<file path="src/rtl/bnn_pkg.sv">
`default_nettype none
// ============================================================================
// bnn_pkg : shared FSM state encoding and width helper for the BNN classifier
// Rev 1.0
// ============================================================================
package bnn_pkg;

    typedef enum logic [1:0] {
        IDLE = 2'd0,
        SCAN = 2'd1,
        DONE = 2'd2
    } state_t;

    // Bits needed to hold any count in 0..n inclusive
    function automatic int cnt_w(input int n);
        return $clog2(n + 1);
    endfunction

endpackage
`default_nettype wire

</file>
<file path="src/rtl/bnn_seq_classifier_if.sv">
`default_nettype none
// ============================================================================
// bnn_seq_classifier_if : feature/result handshakes and weight write port
// Rev 1.0
// ============================================================================
interface bnn_seq_classifier_if #(
    parameter int IN_W        = 7,
    parameter int NUM_CLASSES = 10
);
    import bnn_pkg::*;

    localparam int CLS_W   = $clog2(NUM_CLASSES);
    localparam int OUT_W   = cnt_w(NUM_CLASSES);
    localparam int SCORE_W = cnt_w(IN_W);

    logic               in_valid;
    logic               in_ready;
    logic [IN_W-1:0]    in_data;
    logic               wr_en;
    logic [CLS_W-1:0]   wr_addr;
    logic [IN_W-1:0]    wr_data;
    logic               out_valid;
    logic               out_ready;
    logic [OUT_W-1:0]   out_class;
    logic [SCORE_W-1:0] out_score;
    logic               out_match;

    modport master (
        output in_valid, in_data, wr_en, wr_addr, wr_data, out_ready,
        input  in_ready, out_valid, out_class, out_score, out_match
    );

    modport slave (
        input  in_valid, in_data, wr_en, wr_addr, wr_data, out_ready,
        output in_ready, out_valid, out_class, out_score, out_match
    );

endinterface
`default_nettype wire

</file>
<file path="src/rtl/bnn_popcount.sv">
`default_nettype none
// ============================================================================
// bnn_popcount : combinational XNOR-popcount of a feature against a weight
// Rev 1.0
// ============================================================================
module bnn_popcount
    import bnn_pkg::*;
#(
    parameter int IN_W = 7
) (
    input  logic [IN_W-1:0]          x,
    input  logic [IN_W-1:0]          w,
    output logic [cnt_w(IN_W)-1:0]   score
);

    localparam int SCORE_W = cnt_w(IN_W);

    logic [IN_W-1:0] w_agree;

    assign w_agree = ~(x ^ w);

    always_comb begin
        score = '0;
        for (int i = 0; i < IN_W; i++) begin
            score = score + SCORE_W'(w_agree[i]);
        end
    end

endmodule
`default_nettype wire

</file>
<file path="src/rtl/bnn_seq_classifier.sv">
`default_nettype none
// ============================================================================
// bnn_seq_classifier : scans one stored weight vector per cycle, reports best
// Rev 1.0
// ============================================================================
module bnn_seq_classifier
    import bnn_pkg::*;
#(
    parameter int                            IN_W         = 7,
    parameter int                            NUM_CLASSES  = 10,
    parameter int                            MATCH_THRESH = IN_W,
    parameter logic [NUM_CLASSES*IN_W-1:0]   WEIGHT_INIT  = '0
) (
    input  logic                  clk,
    input  logic                  rst_n,
    bnn_seq_classifier_if.slave   bus
);

    localparam int                 CLS_W    = $clog2(NUM_CLASSES);
    localparam int                 OUT_W    = cnt_w(NUM_CLASSES);
    localparam int                 SCORE_W  = cnt_w(IN_W);
    localparam logic [CLS_W-1:0]   LAST_IDX = CLS_W'(NUM_CLASSES - 1);
    localparam logic [SCORE_W-1:0] THRESH   = SCORE_W'(MATCH_THRESH);

    state_t             r_state;
    state_t             w_state_next;
    logic [IN_W-1:0]    r_weights [NUM_CLASSES];
    logic [IN_W-1:0]    r_x;
    logic [CLS_W-1:0]   r_idx;
    logic [CLS_W-1:0]   r_best_idx;
    logic [SCORE_W-1:0] r_best_score;
    logic [OUT_W-1:0]   r_out_class;
    logic [SCORE_W-1:0] r_out_score;
    logic               r_out_match;

    logic [SCORE_W-1:0] w_score;
    logic [SCORE_W-1:0] w_best_score;
    logic [CLS_W-1:0]   w_best_idx;
    logic               w_accept;
    logic               w_last;
    logic               w_take;
    logic               w_match;
    logic               w_wr_ok;

    assign w_accept = (r_state == IDLE) && bus.in_valid;
    assign w_last   = (r_idx == LAST_IDX);
    assign w_wr_ok  = (r_state == IDLE) && bus.wr_en && (int'(bus.wr_addr) < NUM_CLASSES);

    bnn_popcount #(
        .IN_W (IN_W)
    ) u_popcount (
        .x     (r_x),
        .w     (r_weights[r_idx]),
        .score (w_score)
    );

    // Strict greater-than keeps the lowest index on ties
    assign w_take       = (r_idx == '0) || (w_score > r_best_score);
    assign w_best_score = w_take ? w_score : r_best_score;
    assign w_best_idx   = w_take ? r_idx   : r_best_idx;
    assign w_match      = (w_best_score >= THRESH);

    always_ff @(posedge clk or negedge rst_n) begin
        if (!rst_n) begin
            r_state <= IDLE;
        end else begin
            r_state <= w_state_next;
        end
    end

    always_comb begin
        w_state_next = r_state;
        case (r_state)
            IDLE:    if (bus.in_valid)  w_state_next = SCAN;
            SCAN:    if (w_last)        w_state_next = DONE;
            DONE:    if (bus.out_ready) w_state_next = IDLE;
            default:                    w_state_next = IDLE;
        endcase
    end

    always_ff @(posedge clk or negedge rst_n) begin
        if (!rst_n) begin
            r_x          <= '0;
            r_idx        <= '0;
            r_best_idx   <= '0;
            r_best_score <= '0;
            r_out_class  <= '0;
            r_out_score  <= '0;
            r_out_match  <= 1'b0;
        end else if (w_accept) begin
            r_x          <= bus.in_data;
            r_idx        <= '0;
            r_best_idx   <= '0;
            r_best_score <= '0;
        end else if (r_state == SCAN) begin
            r_best_idx   <= w_best_idx;
            r_best_score <= w_best_score;
            if (w_last) begin
                r_idx       <= '0;
                r_out_class <= w_match ? OUT_W'(w_best_idx) : '1;
                r_out_score <= w_best_score;
                r_out_match <= w_match;
            end else begin
                r_idx <= r_idx + CLS_W'(1);
            end
        end
    end

    // A write coinciding with an accept lands before the first scan cycle reads it
    always_ff @(posedge clk or negedge rst_n) begin
        if (!rst_n) begin
            for (int k = 0; k < NUM_CLASSES; k++) begin
                r_weights[k] <= WEIGHT_INIT[k*IN_W +: IN_W];
            end
        end else if (w_wr_ok) begin
            r_weights[bus.wr_addr] <= bus.wr_data;
        end
    end

    assign bus.in_ready  = (r_state == IDLE);
    assign bus.out_valid = (r_state == DONE);
    assign bus.out_class = r_out_class;
    assign bus.out_score = r_out_score;
    assign bus.out_match = r_out_match;

endmodule
`default_nettype wire
</file>
<file path="src/flat_wrapper.sv">
// flat-port wrapper written by rule: the top's interface ports become plain ports
module bnn_seq_classifier_flat import bnn_pkg::*;
#(
    parameter int                            IN_W         = 7,
    parameter int                            NUM_CLASSES  = 10,
    parameter int                            MATCH_THRESH = IN_W,
    parameter logic [NUM_CLASSES*IN_W-1:0]   WEIGHT_INIT  = '0
)
  (clk, rst_n, bus_in_valid, bus_in_data, bus_wr_en, bus_wr_addr, bus_wr_data, bus_out_ready, bus_in_ready, bus_out_valid, bus_out_class, bus_out_score, bus_out_match);
  bnn_seq_classifier_if #(.IN_W(IN_W), .NUM_CLASSES(NUM_CLASSES)) bus_i ();
  input  logic clk;
  input  logic rst_n;
  input wire logic [$bits(bus_i.in_valid)-1:0] bus_in_valid;
  input wire logic [$bits(bus_i.in_data)-1:0] bus_in_data;
  input wire logic [$bits(bus_i.wr_en)-1:0] bus_wr_en;
  input wire logic [$bits(bus_i.wr_addr)-1:0] bus_wr_addr;
  input wire logic [$bits(bus_i.wr_data)-1:0] bus_wr_data;
  input wire logic [$bits(bus_i.out_ready)-1:0] bus_out_ready;
  output wire logic [$bits(bus_i.in_ready)-1:0] bus_in_ready;
  output wire logic [$bits(bus_i.out_valid)-1:0] bus_out_valid;
  output wire logic [$bits(bus_i.out_class)-1:0] bus_out_class;
  output wire logic [$bits(bus_i.out_score)-1:0] bus_out_score;
  output wire logic [$bits(bus_i.out_match)-1:0] bus_out_match;
  assign bus_i.in_valid = bus_in_valid;
  assign bus_i.in_data = bus_in_data;
  assign bus_i.wr_en = bus_wr_en;
  assign bus_i.wr_addr = bus_wr_addr;
  assign bus_i.wr_data = bus_wr_data;
  assign bus_i.out_ready = bus_out_ready;
  assign bus_in_ready = bus_i.in_ready;
  assign bus_out_valid = bus_i.out_valid;
  assign bus_out_class = bus_i.out_class;
  assign bus_out_score = bus_i.out_score;
  assign bus_out_match = bus_i.out_match;
  bnn_seq_classifier #(.IN_W(IN_W), .NUM_CLASSES(NUM_CLASSES), .MATCH_THRESH(MATCH_THRESH), .WEIGHT_INIT(WEIGHT_INIT)) u_core (.clk(clk), .rst_n(rst_n), .bus(bus_i));
endmodule
</file>
<file path="config.mk">
export PLATFORM = sky130hd
export DESIGN_NAME = bnn_seq_classifier_flat
export DESIGN_NICKNAME = d
export VERILOG_FILES = /design/src/rtl/bnn_pkg.sv /design/src/rtl/bnn_seq_classifier_if.sv /design/src/rtl/bnn_popcount.sv /design/src/rtl/bnn_seq_classifier.sv /design/src/flat_wrapper.sv
export SDC_FILE = /design/constraint.sdc
export NUM_CORES = 1
export LEC_CHECK = 0
export CAP_MARGIN = 10
export CORE_MARGIN = 8
export CORE_UTILIZATION = 55
export DETAILED_ROUTE_END_ITERATION = 6
export HOLD_SLACK_MARGIN = 0.02
export PLACE_DENSITY = 0.85
export SYNTH_ARGS = -nofsm -noshare
export SYNTH_HDL_FRONTEND = slang
export SYNTH_SLANG_ARGS = --single-unit
export TNS_END_PERCENT = 50
</file>
<file path="constraint.sdc">
create_clock -name clk -period 12 [get_ports clk]
set_clock_uncertainty 0.15 [all_clocks]
set_input_delay 2.4 -clock clk [delete_from_list [all_inputs] [get_ports clk]]
set_output_delay 2.4 -clock clk [all_outputs]
set_load 0.005 [all_outputs]
</file>
=== Word-level counts from Yosys, hierarchy flattened ===
Cells that the tools add are included.

* $lt $le $gt $ge: 6
* Reduce and logical (&&, ||, !) cells: 10
* Add/subtract/negate cells: 7
* Multiplexer cells: 20
* Bitwise logic cells: 5
* Eq/ne operators: 6

{| class="wikitable"
|+ Operators with widths
! kind !! count
|-
| $bwmux W70 || 1
|-
| $bmux W7 S4 || 1
|-
| $demux W7 S4 || 1
|-
| $mux W4 || 7
|-
| $mux W7 || 3
|-
| $add A3 B1 Y3 || 4
|-
| $ge A5 B5 Y1 const B || 2
|-
| $not A4 Y5 || 2
|-
| $mux W3 || 3
|-
| $not A7 Y7 || 1
|-
| $xor A7 B7 Y7 || 1
|-
| $mux W2 || 3
|-
| $pmux W2 S3 || 1
|-
| $reduce_and A3 Y1 || 2
|-
| $lt A5 B1 Y1 const B || 1
|-
| $add A4 B1 Y4 const B || 1
|-
| $eq A4 B4 Y1 const B || 1
|-
| $logic_and A1 B1 Y1 || 4
|-
| $logic_not A4 Y1 || 1
|-
| $lt A4 B4 Y1 const B || 1
|-
| $ne A2 B2 Y1 const B || 2
|-
| $add A2 B1 Y3 || 1
|-
| $ge A3 B3 Y1 const B || 1
|-
| $gt A3 B3 Y1 || 1
|-
| 8 further kinds || 8
|}

* Register bits: 98
* Input bits: 23
* Logic and storage cells: 72

=== Depth between registers and ports, before layout ===
* Depth in word-level cells: 17
* Depth in mapped cells: 21
* Mapped depth without buffers: 16

=== Cells and area by module ===
A second synthesis with hierarchy kept.

* Cells, all modules: 361
* Area, all modules: 4782.1 um2

{| class="wikitable"
|+ By module, submodules not included
! module !! instances !! cells each !! area an instance (um2) !! sequential area each (um2)
|-
| bnn_seq_classifier || 1 || 347 || 4629.4 || 2452.4
|-
| bnn_popcount || 1 || 14 || 152.6 || 0.0
|}

=== Worst setup path before layout ===
No wires, ideal clock.

* Kind: register to register
* Start: register u_core.r_idx[0]
* End: register u_core.r_best_idx[1]
* Slack: 6561 ps
* Data required time: 11726 ps
* Library setup time: 124 ps
* Stages on the path, launching flop included: 20
* Clock period less this slack: 5439 ps
* Arrival: 5165 ps
* Cells stage by stage: dfrtp_1 -> buf_2 -> buf_4 -> mux4_2 -> mux2i_1 -> o21ai_0 -> xnor2_1 -> fa_1 -> fa_1 -> fa_1 -> inv_1 -> fa_1 -> inv_1 -> ha_1 -> a211oi_1 -> o22a_1 -> buf_2 -> buf_2 -> nor3_1 -> a211o_1

* Longest elaborated chain between the ends: 17

{| class="wikitable"
|+ RTL lines
! item !! RTL line !! source
|-
| start: declaration || bnn_seq_classifier.sv:29 || <nowiki>logic [CLS_W-1:0] r_idx;</nowiki>
|-
| start signal: assignment || bnn_seq_classifier.sv:104 || <nowiki>r_idx <= r_idx + CLS_W'(1);</nowiki>
|-
| $not A4 Y5 (not written as such) || bnn_seq_classifier.sv:53 || <nowiki>.w (r_weights[r_idx]),</nowiki>
|-
| $bmux W7 S4 || bnn_seq_classifier.sv:53 ||
|-
| $mux W7 (not written as such) (2 in series) || bnn_seq_classifier.sv:53 ||
|-
| $xor A7 B7 Y7 || bnn_popcount.sv:20 || <nowiki>assign w_agree = ~(x ^ w);</nowiki>
|-
| $not A7 Y7 || bnn_popcount.sv:20 ||
|-
| $add A1 B1 Y2 || bnn_popcount.sv:25 || <nowiki>score = score + SCORE_W'(w_agree[i]);</nowiki>
|-
| $add A2 B1 Y3 || bnn_popcount.sv:25 ||
|-
| $add A3 B1 Y3 (4 in series) || bnn_popcount.sv:25 ||
|-
| $gt A3 B3 Y1 || bnn_seq_classifier.sv:58 || <nowiki>assign w_take = (r_idx == '0) || (w_score > r_best_score);</nowiki>
|-
| $logic_or A1 B1 Y1 * || bnn_seq_classifier.sv:58 ||
|-
| $mux W4 * || bnn_seq_classifier.sv:60 || <nowiki>assign w_best_idx = w_take ? r_idx : r_best_idx;</nowiki>
|-
| $mux W4 * || bnn_seq_classifier.sv:95 || <nowiki>end else if (r_state == SCAN) begin</nowiki>
|-
| $mux W4 * || bnn_seq_classifier.sv:90 || <nowiki>end else if (w_accept) begin</nowiki>
|-
| end signal: assignment || bnn_seq_classifier.sv:96 || <nowiki>r_best_idx <= w_best_idx;</nowiki>
|-
| end: declaration || bnn_seq_classifier.sv:30 || <nowiki>logic [CLS_W-1:0] r_best_idx;</nowiki>
|}

Mark *: on every way between the ends. The rest lies on a longest branch, timed or not. The select of a mux whose other input is x is not followed.
A chain may end at the register's enable or synchronous reset.

=== Worst setup path in the final report ===
* Start: register u_core.r_idx[0]
* End: register u_core.r_out_class[2] (netlist: u_core.bus.out_class[2])

* Longest elaborated chain between the ends: 17

{| class="wikitable"
|+ RTL lines
! item !! RTL line !! source
|-
| $not A4 Y5 (not written as such) || bnn_seq_classifier.sv:53 ||
|-
| $bmux W7 S4 || bnn_seq_classifier.sv:53 ||
|-
| $mux W7 (not written as such) (2 in series) || bnn_seq_classifier.sv:53 ||
|-
| $xor A7 B7 Y7 || bnn_popcount.sv:20 ||
|-
| $not A7 Y7 || bnn_popcount.sv:20 ||
|-
| $add A1 B1 Y2 || bnn_popcount.sv:25 ||
|-
| $add A2 B1 Y3 || bnn_popcount.sv:25 ||
|-
| $add A3 B1 Y3 (4 in series) || bnn_popcount.sv:25 ||
|-
| $gt A3 B3 Y1 || bnn_seq_classifier.sv:58 ||
|-
| $logic_or A1 B1 Y1 || bnn_seq_classifier.sv:58 ||
|-
| $mux W3 || bnn_seq_classifier.sv:59 || <nowiki>assign w_best_score = w_take ? w_score : r_best_score;</nowiki>
|-
| $ge A3 B3 Y1 || bnn_seq_classifier.sv:61 || <nowiki>assign w_match = (w_best_score >= THRESH);</nowiki>
|-
| $mux W4 || bnn_seq_classifier.sv:100 || <nowiki>r_out_class <= w_match ? OUT_W'(w_best_idx) : '1;</nowiki>
|-
| end signal: assignment || bnn_seq_classifier.sv:100 ||
|-
| end: declaration || bnn_seq_classifier.sv:32 || <nowiki>logic [OUT_W-1:0] r_out_class;</nowiki>
|}

Parallel ways exist; a longest one is shown, timed or not. The select of a mux whose other input is x is not followed.

==> impl_metrics.py <==
metrics = {
    "timing": {
        "rsz0062_at_grt": "no",
        "slew_violations": 0,
        "max_slew.worst_pin.slew_ns": 0.9387,
        "fmax_ghz": 0.1596,
        "finalWorstSetupSlack_ns": 5.733,
        "relSlewSlack_pct": 37.29,
        "final-setup-viol-count": 0,
        "finalSetupTns_ns": 0,
        "fin_crit_ns": 6.267,
        "fin_crit_sh_pct": 52.22,
        "hold_violations": 0,
    },
    "job": {
        "drv_cap": 0,
    },
    "logic_synthesis": {
        "synth_xor_area_share_pct": 1.265,
        "ys_seq_area_share_pct": 50.61,
        "yosysMostFrequentCell": "dfrtp_1",
        "avgSynthCellArea_um2": 13.20,
        "synth_edf_count": 0,
        "yosys.area_share.adder_pct": 3.202,
        "ys_top_cells_by_area": "dfrtp_1 (51%), mux2_2 (20%), mux4_2 (6.5%)",
        "synthArstFlopShare_pct": 100.0,
        "synth_fp_nets": 400,
        "syn_area_mm2": 0.004846,
        "synth-compound-area-share_pct": 4.415,
        "synth_seq_cells": 98,
        "ys.flop_type": "dfrtp_1",
        "synth_top_family_by_area": "multiplexers",
        "synth_cell_types": 46,
        "synth-simple-area-share_pct": 8.211,
        "synth_common_cells": "dfrtp_1 (98), mux2_2 (84), nand2_1 (21)",
        "ys.warnings.count": 0,
        "yosys.area.top_type_share_pct": 50.61,
        "syn_inst": 367,
        "synth.mux.area_fraction_pct": 29.15,
        "yosys.area.top_type": "dfrtp_1",
    },
    "route": {
        "dr.pass1.iters": 4,
        "drt-total-wl_um": 9487,
        "avgViaCountPerCell": 5.932,
        "wl_per_cell_um": 18.97,
        "vias": 2966,
        "drtAntennaViolNets": 0,
        "drt_iter0_markers": 150,
        "route.detailed.drc": 0,
    },
    "clocking": {
        "numCtsBuffers": 9,
        "clockBufferDepth": 2,
        "htree_levels": 3,
        "cts-root-buf": "clkbuf_8",
        "clk-insertion-delay-late_ns": 0.35,
        "holdBufCountCts": 0,
        "cts_tree": "done",
        "postCtsSetupRepairBufs": 0,
        "cts_sinks": 98,
        "cts_resized": 0,
        "cts.clk_slew.worst_paths_ns": 0.09,
    },
    "critical_path": {
        "worst-r2r-setup-slack_ns": 5.73,
        "rr_endpoint": "u_core.bus.out_class[2]$_DFFE_PN0P_",
        "cp.arrival_ns": 6.34,
        "critPathLaunchType": "flop",
        "worst_r2r_path_depth": 16,
        "crit_required_ns": 12.07,
        "endpoint": "u_core.bus.out_class[2]$_DFFE_PN0P_",
        "r2r_start": "u_core.r_idx[0]$_DFFE_PN0P_",
        "crit_type": "flop to flop",
        "cp_max_fo": 20,
        "crit_start": "u_core.r_idx[0]$_DFFE_PN0P_",
        "worst_setup_path_end_kind": "flop",
    },
    "global_routing": {
        "grt_pass1_wl_um": 16260,
        "antenna_found_initial": 0,
        "grt_usage_pct": 17.38,
        "gr-total-overflow": 0,
        "grt_pass1_vias": 3195,
        "grt_max_degree": 53,
    },
    "run_status": {
        "status": "finished, final reports clean",
    },
    "layout": {
        "n_antenna_cell": 0,
        "final_util_pct": 62.82,
        "drive_gt1_share_pct": 31.12,
        "instances_no_fill": 500,
        "syn_to_final_growth_pct": 11.95,
        "fin_nets": 421,
    },
    "worst_hold_path": {
        "hold_path.class": "flop to flop",
    },
    "placement": {
        "dp_slack_ns": 5.722,
        "gp_congestion": 0.8053,
        "dpl.cell_count": 485,
        "post-dp-hpwl_um": 6574,
        "port_buffers": 32,
    },
    "die": {
        "core_area_mm2": 0.008636,
        "die_h_um": 109.9,
        "die_w_um": 109.9,
        "initial_core_util_pct": 56.11,
        "num_rows": 34,
        "ios": 33,
        "dieArea_mm2": 0.01207,
    },
}
==> layout by cell type, fill, tap and decap left out, drive strengths merged, types with 4 or more instances in the layout <==
cell type / count
mux2i: 14
and3: 6
o21ai: 14
a21oi: 6
nor2: 12
mux4: 14
clkdlybuf4s50: 31
nand2: 22
nand3: 4
ha: 6
dfrtp: 98
nor3: 4
mux2: 85
fa: 4
inv: 12
clkbuf: 13
nor3b: 5
a211o: 5
xnor2: 7
==> critical path: stages, from the launching register on <==
cell	delay, ns
dfrtp_1	0.66
buf_4	0.39
mux4_2	0.55
mux2i_1	0.13
o21ai_0	0.12
xnor2_1	0.22
fa_1	0.47
fa_1	0.52
fa_1	0.42
inv_1	0.07
fa_1	0.44
inv_1	0.10
ha_1	0.24
a211oi_1	0.35
o22a_1	0.70
mux2i_1	0.45
a21oi_1	0.14
==> routing by layer <==
layer | wire (um) | global-route usage [%] | vias to the layer above
met5 | 0 | 0 | -
met4 | 231 | 7.329 | 0
met3 | 580 | 2.755 | 21
met2 | 4482 | 27.87 | 83
met1 | 4193 | 23.01 | 1508
li1 | - | - | 1354
==> cell families (layout without fill, tap and decap cells) <==
| kind of cell | after synthesis | count (layout) |
|---|---|---|
| AOI/OAI and AO/OA | 34 | 34 |
| xor gates and xnor gates | 7 | 7 |
| adders and majority gates | 10 | 10 |
| muxes | 113 | 113 |
| buffers and inverters | 36 | 61 |
| DFF | 98 | 98 |
| and+or+nand+nor | 69 | 69 |
==> state kept, by name (all words and copies together), names as in the netlist <==
name / count
u_core.bus.out_class: 4
u_core.bus.out_match: 1
u_core.bus.out_score: 3
u_core.r_best_idx: 4
u_core.r_best_score: 3
u_core.r_idx: 4
u_core.r_state: 2
u_core.r_weights: 70
u_core.r_x: 7
==> per-stage QoR <==
step	hold slack, ns	cell area, um2
final	0.3534	5425
after global routing	0.3717	5425
after CTS	0.3526	5425
after detailed placement	0.3328	5206
after global placement	0.3203	5206
after floorplan	0.3002	4846
==> how the worst min path moves through the flow <==
stage                                startpoint                                to  slack (ns)  cells after the start
6_report       u_core.r_best_idx[3]$_DFFE_PN0P_  u_core.r_best_idx[3]$_DFFE_PN0P_        0.35                      2
5_1_grt         u_core.r_weights[8]$_DFFE_PN0P_   u_core.r_weights[8]$_DFFE_PN0P_        0.37                      1
4_1_cts        u_core.r_best_idx[3]$_DFFE_PN0P_  u_core.r_best_idx[3]$_DFFE_PN0P_        0.35                      2
3_5_place_dp   u_core.r_best_idx[3]$_DFFE_PN0P_  u_core.r_best_idx[3]$_DFFE_PN0P_        0.33                      2
3_3_place_gp   u_core.r_best_idx[3]$_DFFE_PN0P_  u_core.r_best_idx[3]$_DFFE_PN0P_        0.32                      2
2_1_floorplan  u_core.r_best_idx[3]$_DFFE_PN0P_  u_core.r_best_idx[3]$_DFFE_PN0P_        0.30                      2
==> area by class of cell <==
cell class | instances | area, um2
timing repair buffer | 34 | 332.8
tap | 108 | 135.1
multi-input combinational | 233 | 2241
inverter | 12 | 45.04
sequential | 98 | 2452
clock inverter | 2 | 60.06
fill | 641 | 3211
clock buffer | 13 | 158.9
Power is not shown: default switching activity piles up to over one toggle a cycle in this logic, so the estimate is an artifact.
